<file path="src/rtl/jtsdram_bank_rd.sv">
// Per-bank SDRAM read tester: walks an LFSR address sequence on a read-only bank port and
// compares each returned 32-bit word pair against the address-derived download pattern.
module jtsdram_bank_rd #(
  parameter logic [20:0] SEED = 21'h1ACE5,
  parameter logic [7:0]  TOUT = 8'd200,
  parameter logic [15:0] NRD  = 16'd0
) (
  input  logic        clk,
  input  logic        rst_n,
  input  logic        enable,
  input  logic        clr,
  output logic [21:0] ba_addr,
  output logic        ba_rd,
  input  logic        ba_ack,
  input  logic        ba_rdy,
  input  logic [31:0] data_read,
  output logic        busy,
  output logic        done,
  output logic        bad,
  output logic        timeout,
  output logic [15:0] rd_cnt
);

  // state  | meaning
  // IDLE   | waiting for enable
  // REQ    | ba_rd high, waiting for ack
  // WAIT   | request accepted, waiting for rdy or timer terminal count
  // CHECK  | compare registered data with expected pattern
  // NEXT   | advance LFSR, decide done / continue / stop
  typedef enum logic [2:0] {S_IDLE, S_REQ, S_WAIT, S_CHECK, S_NEXT} state_t;

  state_t      state_q, state_d;
  logic [20:0] lfsr_q, lfsr_d;
  logic [21:0] addr_q, addr_d;
  logic [7:0]  timer_q, timer_d;
  logic        pend_q, pend_d;
  logic [31:0] data_q, data_d;
  logic        bad_q, bad_d;
  logic        timeout_q, timeout_d;
  logic [15:0] rd_cnt_q, rd_cnt_d;
  logic        done_q, done_d;

  logic [21:0] addr_p1;
  logic [31:0] expected;

  function automatic logic [15:0] pat(input logic [21:0] a);
    return {a[7:0], a[15:8]} ^ {10'd0, a[21:16]};
  endfunction

  assign addr_p1  = addr_q + 22'd1;
  assign expected = {pat(addr_p1), pat(addr_q)};

  always_comb begin
    state_d   = state_q;
    lfsr_d    = lfsr_q;
    addr_d    = addr_q;
    timer_d   = timer_q;
    pend_d    = pend_q;
    data_d    = data_q;
    bad_d     = bad_q;
    timeout_d = timeout_q;
    rd_cnt_d  = rd_cnt_q;
    done_d    = 1'b0;
    if (clr) begin
      state_d   = S_IDLE;
      lfsr_d    = SEED;
      bad_d     = 1'b0;
      timeout_d = 1'b0;
      rd_cnt_d  = 16'd0;
      pend_d    = 1'b0;
    end else begin
      case (state_q)
        S_IDLE: if (enable) state_d = S_REQ;
        S_REQ: begin
          if (ba_ack) begin
            state_d = S_WAIT;
            timer_d = TOUT - 8'd1;
            // rdy coinciding with ack is kept and consumed on the first WAIT cycle
            pend_d  = ba_rdy;
            if (ba_rdy) data_d = data_read;
          end
        end
        S_WAIT: begin
          if (pend_q || ba_rdy) begin
            state_d = S_CHECK;
            pend_d  = 1'b0;
            if (!pend_q) data_d = data_read;
          end else if (timer_q == 8'd0) begin
            state_d   = S_NEXT;
            bad_d     = 1'b1;
            timeout_d = 1'b1;
          end else begin
            timer_d = timer_q - 8'd1;
          end
        end
        S_CHECK: begin
          state_d  = S_NEXT;
          rd_cnt_d = rd_cnt_q + 16'd1;
          if (data_q != expected) begin
            bad_d     = 1'b1;
            timeout_d = 1'b0;
          end
        end
        S_NEXT: begin
          lfsr_d = {lfsr_q[19:0], lfsr_q[20] ^ lfsr_q[18]};
          if (NRD != 16'd0 && rd_cnt_q == NRD) begin
            done_d  = 1'b1;
            state_d = S_IDLE;
          end else begin
            state_d = enable ? S_REQ : S_IDLE;
          end
        end
        default: state_d = S_IDLE;
      endcase
    end
    // address is latched on REQ entry so it stays stable for the whole transaction
    if (state_d == S_REQ && state_q != S_REQ) addr_d = {lfsr_d, 1'b0};
  end

  always_ff @(posedge clk or negedge rst_n) begin
    if (!rst_n) begin
      state_q   <= S_IDLE;
      lfsr_q    <= SEED;
      addr_q    <= 22'd0;
      timer_q   <= 8'd0;
      pend_q    <= 1'b0;
      data_q    <= 32'd0;
      bad_q     <= 1'b0;
      timeout_q <= 1'b0;
      rd_cnt_q  <= 16'd0;
      done_q    <= 1'b0;
    end else begin
      state_q   <= state_d;
      lfsr_q    <= lfsr_d;
      addr_q    <= addr_d;
      timer_q   <= timer_d;
      pend_q    <= pend_d;
      data_q    <= data_d;
      bad_q     <= bad_d;
      timeout_q <= timeout_d;
      rd_cnt_q  <= rd_cnt_d;
      done_q    <= done_d;
    end
  end

  assign ba_rd   = (state_q == S_REQ);
  assign ba_addr = addr_q;
  assign busy    = (state_q != S_IDLE);
  assign done    = done_q;
  assign bad     = bad_q;
  assign timeout = timeout_q;
  assign rd_cnt  = rd_cnt_q;

endmodule

</file>
<file path="config.mk">
export PLATFORM = sky130hd
export DESIGN_NAME = jtsdram_bank_rd
export DESIGN_NICKNAME = d
export VERILOG_FILES = /design/src/rtl/jtsdram_bank_rd.sv
export SDC_FILE = /design/constraint.sdc
export NUM_CORES = 1
export LEC_CHECK = 0
export CAP_MARGIN = 20
export CORE_MARGIN = 2
export CORE_UTILIZATION = 45
export DETAILED_ROUTE_END_ITERATION = 7
export PLACE_DENSITY = 0.82
export SETUP_SLACK_MARGIN = 0.02
export SLEW_MARGIN = 20
export SYNTH_ARGS = -nofsm -noshare
export SYNTH_HDL_FRONTEND = slang
export SYNTH_SLANG_ARGS = --single-unit
</file>
<file path="constraint.sdc">
create_clock -name clk -period 1.7 [get_ports clk]
set_input_delay 0.34 -clock clk [delete_from_list [all_inputs] [get_ports clk]]
set_output_delay 0.34 -clock clk [all_outputs]
set_load 0.03 [all_outputs]
</file>
---- Word level (Yosys, flattened, before mapping) ----
Index checks and enable logic that the tools add are counted.
operators by class
  $add $sub $neg .......................... 3
  equal/unequal tests ..................... 18
  mux-type cells .......................... 32
  bitwise logic cells ..................... 4
  reductions and logical operators ........ 13
operators with widths
  cell                                              count
  two-way mux 32 bit                                4
  case mux 32 bit (2 select lines)                  1
  two-way mux 21 bit                                2
  two-way mux 16 bit                                2
  != test 32 bit                                    1
  XOR 16 x 6 -> 16 bit                              2
  two-way mux 8 bit                                 3
  adder 22 x 1 -> 22 bit, second input constant     1
  adder 16 x 1 -> 16 bit, second input constant     1
  case mux 8 bit (2 select lines)                   1
  two-way mux 3 bit                                 5
  case mux 3 bit (5 select lines)                   1
  != test 3 bit, second input constant              4
  two-way mux 1 bit                                 10
  nonzero test 3 bit                                3
  logical NOT 8 bit                                 1
  != test 2 bit, second input constant              4
  subtractor 8 x 1 -> 8 bit, second input constant  1
  == test 3 x 1 -> 1 bit, second input constant     2
  == test 3 x 2 -> 1 bit, second input constant     2
  case mux 1 bit (2 select lines)                   3
  AND reduction 6 bit                               1
  AND reduction 5 bit                               1
  != test 2 x 1 -> 1 bit, second input constant     2
  11 further kinds                                  12
storage, ports and cells
  register bits ........................... 104
  bits of input ports ..................... 38
  logic and storage cells ................. 79

---- Longest topological paths before layout ----
Gate-level depths: netlist of run 1.
  depth after elaboration ................. 7
  gate-level depth with buffers ........... 7
  mapped depth without buffers ............ 6

---- Least setup slack after synthesis of run 1 ----
No wires, ideal clock.
  kind .................................... register -> register
  start ................................... reg addr_q[19] (netlist: ba_addr[19])
  end ..................................... reg bad_q (netlist: bad)
  library setup time ...................... 0.119 ns
  arrival time ............................ 1.727 ns
  data required time ...................... 1.581 ns
  slack ................................... -0.146 ns
  cell stages (with the launch flop) ...... 6
  path buffers ............................ 0
  period minus slack after synthesis ...... 1.846 ns
  cells stage by stage .................... dfrtp_1 > xor2_1 > or3_1 > a2111oi_0 > o2111ai_1 > o21a_1
on the way
  cells in the longest elaborated chain, start to end .. 5
RTL lines
  item                               RTL line  RTL
  start: declaration                 34        logic [21:0] addr_q, addr_d;
  start signal: assignment           135       addr_q <= addr_d;
  adder 22 x 1 -> 22 bit             50        assign addr_p1 = addr_q + 22'd1;
  XOR 16 x 6 -> 16 bit               47        return {a[7:0], a[15:8]} ^ {10'd0, a[21:16]};
  != test 32 bit (*)                 99        if (data_q != expected) begin
  != test 3 bit (no line) (*)        -
  AND reduction 4 bit (no line) (*)  -
  end signal: assignment             128       bad_q <= 1'b0;
  end signal: assignment             139       bad_q <= bad_d;
  end: declaration                   38        logic bad_q, bad_d;
Mark *: on every way between the ends. The rest lies on a longest branch, timed or not.
A chain may end at the register's enable or synchronous reset.

---- Worst setup path in the final report of run 1 ----
  start ................................... reg state_q[2]
  end ..................................... reg rd_cnt_q[12] (netlist: rd_cnt[12])
on the way
  cells in the longest elaborated chain, start to end .. 2
RTL lines
  item                          RTL line  RTL
  start: declaration            32        state_t state_q, state_d;
  start signal: assignment      133       state_q <= state_d;
  == test 3 x 2 -> 1 bit        72        case (state_q)
  nonzero test 2 bit (no line)  -
  end signal: assignment        141       rd_cnt_q <= rd_cnt_d;
  end: declaration              40        logic [15:0] rd_cnt_q, rd_cnt_d;
No other way between the ends.

==> impl_metrics.csv, run 1 <==
group,metric,value,unit
timing,fin_crit,2050,ps
synthesis,synth_area,4740,um2
drt,postRouteAntennaNets,0,
timing,hold_viol_final,0,
timing,tns,-13230,ps
placed_design,placed_area,6170,um2
timing,final-setup-viol-count,80,
synthesis,synth_ff_type,"dfrtp_1",
placed_design,portBuffers,78,
drt,wl_per_cell,20.9,um
worst_setup_path,worstPathRequired,1960,ps
synthesis,synth_enable_flop_cells,0,
worst_setup_path,rrSetupSlack,-350,ps
clock_tree,clk_pin_slew,110,ps
power_and_ir_drop,cellPowerDensity,879,nW/um2
floorplan,floorplan.die.height,107,um
placed_design,dpl.hpwl,8050,um
power_and_ir_drop,power_leakage,3.36,nW
worst_setup_path,worstPathArrival,2310,ps
synthesis,synth_warnings,0,
clock_tree,clock-root-buffer,"clkbuf_8",
drt,viasPerCell,5.71,
run_status,status,"finished with violations",
final_layout,n_fill_cell,638,
global_routing,grt_pass1_vias,4299,
floorplan,fp.dieArea,11400,um2
worst_setup_path,r2r-end,"rd_cnt[12]$_DFFE_PN0N_",
final_layout,fin_area,7220,um2
drt,first_pass_iters,5,
global_routing,grt_use_met3,4.62,%
final_layout,layout_commonest_cell,"dfrtp_1",
global_routing,grt_max_degree,41,
power_and_ir_drop,vdd_drop_max,0.000501,V
final_layout,multiInputGateArea,2480,um2
synthesis,netlist_instances,423,
final_layout,area_growth,52.4,%
placed_design,dp_worst_setup_slack,-424,ps
floorplan,initial_core_util,46.1,%
worst_setup_path,rr_startpoint,"state_q[2]$_DFF_PN0_",
synthesis,synthArstFlopShare,100,%
final_layout,layout.cells.most_common_list,"dfrtp_1 (89), buf_4 (57), mux2_4 (53), nand2_1 (49), clkdlybuf4s50_1 (36)",
drt,drc,0,
clock_tree,cts_buffer_depth,2,
timing,fmax,0.488,GHz
synthesis,ys_ff_latch,104,
synthesis,synth_seq_area_share,55.2,%
floorplan,fp-row-count,37,
floorplan,io_pins,81,
timing,holdWs,429,ps
timing,finalCritPeriodShare,121,%
clock_tree,cts_made_buffers,9,
clock_tree,cts_tree,"built",
global_routing,top_usage_layer,"met2",
synthesis,synthDistinctLibCells,48,
floorplan,die_x,107,um
run_status,failed_checks,"setup timing",
clock_tree,cts.sinks,104,
global_routing,grt_overflow_total,0,
worst_setup_path,setup.worst_path.end,"rd_cnt[12]$_DFFE_PN0N_",
worst_setup_path,crit_path_end_kind,"register",
timing,drv_slew,0,
final_layout,drive_above_1_share,39.4,%
drt,drt_iter0_drc,230,
placed_design,gp_congestion,0.826,
final_layout,register_area,2620,um2
worst_setup_path,crit_path_start,"state_q[2]$_DFF_PN0_",
clock_tree,htree_levels,3,
floorplan,core_area,10300,um2
final_layout,antenna_cells,0,
timing,fin_ws,-349,ps
timing,rsz0062_at_grt,"true",
worst_setup_path,critical_path.max_fanout,4,
synthesis,avgSynthCellArea,11.2,um2
worst_setup_path,worstSetupPathType,"register to register",
global_routing,antenna_found_initial,0,
global_routing,grt_use_met1,31.6,%
worst_setup_path,r2r_cells,9,
global_routing,grtUsageTotal,25.4,%
drt,wirelength,15200,um
timing,finalClockSkew,18.0,ps
flow_run,drv_cap,0,
final_layout,nNetsFinal,628,
clock_tree,clk_latency,390,ps
hold_path,min_path_type,"input pin to asynchronous set/reset pin",
global_routing,met2_usage,42.8,%
drt,num_vias,4159,
global_routing,grt_first_pass_wirelength,22300,um
worst_setup_path,worstSetupStartpointType,"register",
-- worst max-delay path, cell delays in order (launching register included) --
cell	delay, ps
dfrtp_2	450
buf_6	140
buf_6	110
nand4b_1	310
nor3_2	320
buf_4	190
buf_4	110
nand3_2	70
xor2_1	160
nor2_1	80
-- worst min path at each step --
| stage | startpoint | end | slack, ps |
|---|---|---|---|
| 2_1_floorplan | rst_n | ba_addr[10]$_DFFE_PN0P_ | 40 |
| 3_3_place_gp | rst_n | timer_q[0]$_DFFE_PN0P_ | 290 |
| 3_5_place_dp | rst_n | timer_q[1]$_DFFE_PN0P_ | 300 |
| 4_1_cts | rst_n | ba_addr[7]$_DFFE_PN0P_ | 440 |
| 5_1_grt | rst_n | timer_q[1]$_DFFE_PN0P_ | 460 |
| 6_report | rst_n | timer_q[1]$_DFFE_PN0P_ | 430 |
-- flip-flops by register name (all words and copies together), names as in the netlist, 3 cells and up --
register	count
ba_addr	21
rd_cnt	16
lfsr_q	21
timer_q	8
state_q	3
data_q	32
-- cells by family after synthesis --
| family | count (synthesis) | share of synthesized area [%] |
|---|---|---|
| AND/OR/NAND/NOR | 162 | 17.0 |
| other | 1 | 0.0791 |
| XOR/XNOR | 27 | 4.99 |
| adder cells (fa/ha/maj) | 3 | 0.792 |
| buffers and inverters | 25 | 2.61 |
| flip-flops | 104 | 55.2 |
| AO/OA/AOI/OAI | 44 | 5.94 |
| multiplexers | 57 | 13.4 |
-- Yosys cell counts (all sizes together), types with 3 or more instances --
master / count / area share (%)
nand2: 54 / 4.3
clkbuf: 11 / 0.87
dfstp: 10 / 5.5
inv: 4 / 0.32
nor3: 15 / 1.7
mux2i: 4 / 0.84
nand3b: 9 / 1.4
o21ai: 4 / 0.42
a211oi: 4 / 0.63
nand3: 8 / 0.95
nor2: 36 / 2.9
buf: 10 / 1.4
mux2: 53 / 13
o22ai: 4 / 0.53
xor2: 15 / 2.8
a21oi: 20 / 2.1
xnor2: 12 / 2.2
or2: 4 / 0.53
and4: 3 / 0.55
and3: 12 / 1.6
dfrtp: 94 / 50
ha: 3 / 0.79
nand4: 4 / 0.53
and2: 4 / 0.53
or3: 5 / 0.66
-- layout make-up --
cell class                      count  share of cell area (%)
Sequential cell                   104                    36.3
Inverter                            4                   0.208
Clock buffer                       11                    2.10
Multi-Input combinational cell    295                    34.4
Tap cell                          136                    2.36
Clock inverter                      5                   0.849
Timing Repair Buffer              173                    23.8
-- power breakdown --
part	switching [mW]	internal, mW
logic	0.592	0.902
clock network	0.924	0.774
registers	0.339	2.82
-- what timing repair did --
item                       in CTS  in global routing
resized for setup             130                 51
setup endpoints to repair     103                 84
gates cloned                    5                  0
pin swaps                      20                 24
hold buffers                    1                  0
setup buffers                  23                 18
hold endpoints to repair       21                  0
-- per-stage QoR --
stage,std cells,power (mW),utilization [%]
final,728,6.35,70.3
after global routing,728,6.56,70.3
after CTS,715,6.14,68.2
after detailed placement,670,4.24,60.0
after global placement,670,4.14,60.0
after floorplan,424,3.77,-
-- layer usage --
layer  up-vias  share of wire [%]  wire length, um
met2       193                 50             7640
met1      2109                 40             6050
met3        60                5.3              807
li1       1797                  -                -
met4         0                4.9              739
met5         -                  0                0
Power figures use the tool's default switching activity.
==> run 2, diff against run 1 <==
- CORE_UTILIZATION: 45 -> 35
- PLACE_DENSITY: 0.82 -> 0.69
==> impl_metrics.csv, run 2 (synthesized netlist as in run 1, its figures left out) <==
group,metric,value,unit
clock_tree,htree_levels,3,
floorplan,fp.dieArea,14500,um2
final_layout,register_area,2620,um2
drt,drt_iter0_drc,146,
timing,drv_slew,0,
worst_setup_path,critPathBufInv,4,
placed_design,portBuffers,78,
worst_setup_path,worstSetupStartpointType,"register",
timing,finalCritPeriodShare,106,%
global_routing,grt_first_pass_wirelength,18800,um
worst_setup_path,worstSetupPathType,"register to register",
drt,postRouteAntennaNets,0,
power_and_ir_drop,vdd_drop_max,0.000456,V
clock_tree,hold_buffers,0,
floorplan,floorplan.die.height,120,um
clock_tree,clk_latency,350,ps
worst_setup_path,max_stage_delay,460,ps
placed_design,dpl.hpwl,7680,um
clock_tree,cts_made_buffers,9,
final_layout,layout_commonest_cell,"dfrtp_1",
timing,fmax,0.555,GHz
placed_design,dp_worst_setup_slack,-427,ps
clock_tree,clk_pin_slew,70,ps
drt,wirelength,11700,um
final_layout,top_register,"data_q",
timing,fin_crit,1800,ps
worst_setup_path,worstPathArrival,2030,ps
clock_tree,cts_tree,"built",
worst_setup_path,worstPathRequired,1930,ps
worst_setup_path,rr_startpoint,"state_q[0]$_DFF_PN0_",
drt,viasPerCell,4.79,
flow_run,drv_cap,0,
placed_design,placedCellCount,708,
global_routing,antenna_found_initial,0,
worst_setup_path,cp_slowest_cell,"dfrtp_2",
power_and_ir_drop,cellPowerDensity,913,nW/um2
timing,final-setup-viol-count,57,
clock_tree,clock-root-buffer,"clkbuf_16",
clock_tree,cts.sinks,104,
final_layout,drive_above_1_share,35.3,%
clock_tree,cts_buffer_depth,2,
floorplan,initial_core_util,35.8,%
timing,hold_viol_final,0,
global_routing,grt_pass1_vias,3679,
placed_design,gp_congestion,0.804,
hold_path,min_path_type,"input pin to asynchronous set/reset pin",
final_layout,antenna_cells,0,
timing,fin_ws,-101,ps
worst_setup_path,crit_path_end_kind,"register",
worst_setup_path,crit_chain,"buf_12, and2_4, buf_6, nor3_4, buf_6, buf_12, mux2_4",
worst_setup_path,path_delay_family,"buffers and inverters",
floorplan,die_x,120,um
final_layout,layout.cells.most_common_list,"dfrtp_1 (89), nand2_1 (50), buf_4 (50), mux2_4 (49), dlygate4sd2_1 (40)",
timing,rsz0062_at_grt,"true",
worst_setup_path,critical_path.max_fanout,7,
timing,worst_slew_margin_rel,62.5,%
drt,num_vias,3543,
final_layout,nNetsFinal,600,
worst_setup_path,crit_path_start,"state_q[0]$_DFF_PN0_",
final_layout,area_growth,45.9,%
drt,drc,0,
run_status,status,"finished with violations",
global_routing,grt_overflow_total,0,
final_layout,n_fill_cell,1136,
floorplan,io_pins,81,
final_layout,multiInputGateArea,2400,um2
final_layout,instances_no_fill,740,
power_and_ir_drop,power_leakage,3.16,nW
floorplan,fp-row-count,42,
drt,first_pass_iters,4,
global_routing,grtUsageTotal,16.4,%
timing,finalClockSkew,8.90,ps
timing,tightest_slew,563,ps
final_layout,largest_reg_flops,32,
global_routing,grt_max_degree,105,
floorplan,core_area,13200,um2
run_status,failed_checks,"setup timing",
drt,wl_per_cell,15.8,um
==> run 2: cell types whose count changed in the layout (fill, tap and decap cells not counted), moves of 4 or more <==
cell           before  now
clkbuf_8           11    0
buf_4              57   50
clkbuf_16           0   10
mux2_2              0    4
mux2_4             53   49
buf_6              26   12
dlygate4sd2_1      35   40
==> run 2: worst paths after layout <==
| kind | endpoint | slack [ps] | depth (start not counted) |
|---|---|---|---|
| hold / removal | ba_addr[16]$_DFFE_PN0P_ | 30 | 2 |
| max in group asynchronous | state_q[2]$_DFF_PN0_ | 1220 | 2 |
| setup / recovery | ba_addr[19]$_DFFE_PN0P_ | -100 | 7 |
| min in group clk | lfsr_q[11]$_DFF_PN1_ | 510 | 2 |
| hold reg to reg | lfsr_q[11]$_DFF_PN1_ | 510 | 2 |
| setup reg to reg | ba_addr[19]$_DFFE_PN0P_ | -100 | 7 |
==> run 2: layout make-up <==
cell class	count	share of cell area [%]
multi-input combinational	295	34.8
timing repair buffer	145	20.0
tap	176	3.18
inverter	4	0.217
sequential	104	37.9
clock buffer	9	3.26
clock inverter	7	0.687
==> run 2: power by group <==
group | switching [mW] | internal (mW)
combinational | 0.478 | 0.791
sequential | 0.278 | 2.82
clock | 0.946 | 0.996
==> run 2: per-layer routing <==
metal / global-route usage [%] / routed length (um) / up-vias
met4: 6.61 / 210 / 0
met1: 22.3 / 5400 / 1728
met3: 2.78 / 479 / 16
li1: - / - / 1738
met2: 26.2 / 5590 / 61
met5: 0 / 0 / -
==> run 2: metrics by stage <==
| stage | cell area, um2 | utilization, % | total power [mW] | setup TNS (ps) | hold slack (ps) |
|---|---|---|---|---|---|
| floorplan | 4910 | - | 3.77 | -359 | 44.4 |
| global placement | 6190 | 46.8 | 4.13 | -22760 | 451 |
| detailed placement | 6190 | 46.8 | 4.19 | -24310 | 461 |
| CTS | 6730 | 50.8 | 6.25 | -3880 | 85.4 |
| global route | 6920 | 52.2 | 6.62 | -8190 | 97.9 |
| finish | 6920 | 52.2 | 6.31 | -3560 | 29.1 |
==> run 2: repair_timing <==
action,4_1_cts,5_1_grt
buffers inserted,11,4
gates cloned,2,1
pin swaps,10,20
setup endpoints to repair,98,77
endpoints found under the hold margin,0,0
resized for setup,87,47
==> run 2: worst register-to-register path: cells and delay by family (launching register included) <==
family / cells / cell delay, ps
DFF: 1 / 460
buffers and inverters: 4 / 560
muxes: 1 / 300
and+or+nand+nor: 2 / 370
==> run 3, diff against run 2 <==
- PLACE_DENSITY: 0.69 -> 0.67
- REMOVE_ABC_BUFFERS: unset -> 1
- clock period: 1.7 -> 2.17 ns (I/O delays scaled with it)
==> impl_metrics.csv, run 3 (synthesized netlist as in run 1, its figures left out) <==
group,metric,value,unit
run_status,status,"finished clean",
power_and_ir_drop,fin_total_pwr,4.75,mW
placed_design,gp_congestion,0.790,
worst_setup_path,worstPathRequired,1740,ps
drt,drc,0,
placed_design,placed_area,5840,um2
drt,wl_met3,419,um
worst_setup_path,critical_path.max_fanout,11,
clock_tree,clk_pin_slew,70,ps
drt,postRouteAntennaNets,0,
final_layout,layout_commonest_cell,"dfrtp_1",
worst_setup_path,worstPathArrival,1610,ps
global_routing,grtUsageTotal,15.0,%
timing,finalClockSkew,8.52,ps
drt,m1WireLength,4600,um
clock_tree,cts_tree,"built",
clock_tree,cts_buffer_depth,2,
floorplan,floorplan.die.height,120,um
floorplan,fp.dieArea,14500,um2
clock_tree,htree_levels,3,
clock_tree,clk_latency,350,ps
global_routing,antenna_found_initial,0,
hold_path,min_path_type,"input pin to asynchronous set/reset pin",
global_routing,grt_pass1_vias,3512,
final_layout,area_growth,29.5,%
worst_setup_path,critPathBufInv,1,
timing,final-setup-viol-count,0,
drt,wirelength,10200,um
floorplan,initial_core_util,35.8,%
drt,wl_per_cell,14.7,um
timing,rsz0062_at_grt,"false",
worst_setup_path,path_depth,2,
timing,tightest_slew,566,ps
power_and_ir_drop,cellPowerDensity,774,nW/um2
drt,drt_iter0_drc,226,
drt,dr_wl_met2,5050,um
timing,drv_slew,0,
floorplan,fp-row-count,42,
worst_setup_path,cp_slowest_cell,"dfrtp_1",
power_and_ir_drop,vdd_drop_max,0.000444,V
drt,viasPerCell,4.94,
timing,worst_slew_margin_rel,62.3,%
worst_setup_path,worstSetupStartpointType,"register",
floorplan,core_area,13200,um2
placed_design,portBuffers,78,
drt,first_pass_iters,4,
power_and_ir_drop,power_leakage,2.59,nW
worst_setup_path,path_delay_family,"flip-flops",
final_layout,instances_no_fill,694,
timing,fin_crit,2040,ps
timing,hold_viol_final,0,
floorplan,die_x,120,um
clock_tree,post-cts-setup-buffers,0,
placed_design,placedCellCount,678,
final_layout,nNetsFinal,554,
worst_setup_path,crit_chain,"or3_1, dlygate4sd2_1",
final_layout,postLayoutCoreUtil,46.4,%
timing,fmax,0.489,GHz
timing,finalCritPeriodShare,94.2,%
final_layout,drive_above_1_share,20.5,%
worst_setup_path,r2r_cells,5,
flow_run,drv_cap,0,
final_layout,antenna_cells,0,
worst_setup_path,max_stage_delay,510,ps
clock_tree,cts_made_buffers,9,
placed_design,dpl.hpwl,7220,um
final_layout,layout.cells.most_common_list,"dfrtp_1 (94), clkdlybuf4s50_1 (75), nand2_1 (54), mux2_2 (51), nor2_1 (36)",
clock_tree,clock-root-buffer,"clkbuf_16",
global_routing,grt_max_degree,44,
global_routing,grt_overflow_total,0,
clock_tree,hold_buffers,0,
final_layout,top_register,"data_q",
timing,holdWs,69.8,ps
drt,num_vias,3431,
clock_tree,cts.sinks,104,
worst_setup_path,worstSetupPathType,"register to output pin",
final_layout,largest_reg_flops,32,
global_routing,grt_first_pass_wirelength,17100,um
worst_setup_path,crit_path_end_kind,"output pin",
floorplan,io_pins,81,
final_layout,fin_area,6140,um2
drt,top_layer,"met4",
-- run 3: cell count changes in the layout (fill, tap and decap cells not counted), moves of 12 or more --
cell             before  now
buf_6                12    0
dlygate4sd2_1        40    2
buf_4                50   19
clkdlybuf4s50_1      35   75
mux2_4               49    0
mux2_2                4   51
-- run 3: path summary, 6_finish.rpt --
path	start	endpoint	slack, ps
min reg2reg	data_q[7]$_DFFE_PN0P_	data_q[7]$_DFFE_PN0P_	510
min	rst_n	data_q[13]$_DFFE_PN0P_	70
min in group clk	data_q[7]$_DFFE_PN0P_	data_q[7]$_DFFE_PN0P_	510
max reg2reg	state_q[0]$_DFF_PN0_	bad$_DFFE_PN0P_	240
max	state_q[0]$_DFF_PN0_	busy	130
max in group asynchronous	rst_n	lfsr_q[10]$_DFF_PN1_	1420
-- run 3: per-stage QoR --
step | worst slack [ps] | TNS (ps)
floorplan | -98.4 | -2070
global placement | -368 | -1890
detailed placement | -331 | -1870
CTS | 30.7 | 0
global route | 50.3 | 0
finish | 126 | 0
-- run 3: worst register-to-register path, cell delays in order (launching register included) --
cell,delay (ps)
dfrtp_1,550
and3b_1,270
o2111ai_1,160
a2111oi_1,400
o2111ai_1,230
o21a_1,210
-- run 3: cell type report --
class                           count  area, um2
Clock buffer                       11        243
Clock inverter                      5       63.8
Fill cell                        1240       7100
Inverter                            4       15.0
Multi-Input combinational cell    295       2010
Sequential cell                   104       2620
Tap cell                          176        220
Timing Repair Buffer               99        971
-- run 3: layer usage --
layer | GRT usage [%] | vias to the layer above
met1 | 18.8 | 1715
met2 | 25.0 | 67
met3 | 4.72 | 9
met4 | 4.00 | 0
met5 | 0 | -
li1 | - | 1640
-- run 3: power by group --
part	internal, mW	leakage (nW)	switching [mW]
sequential	2.21	1.28	0.202
clock	0.935	0.146	0.728
combinational	0.394	1.16	0.283
total	3.54	2.59	1.21
-- run 3: timing repair --
action	CTS	global route
pin swaps	0	0
setup endpoints to repair	2	2
gates resized for setup	2	1
endpoints found under the hold margin	0	0
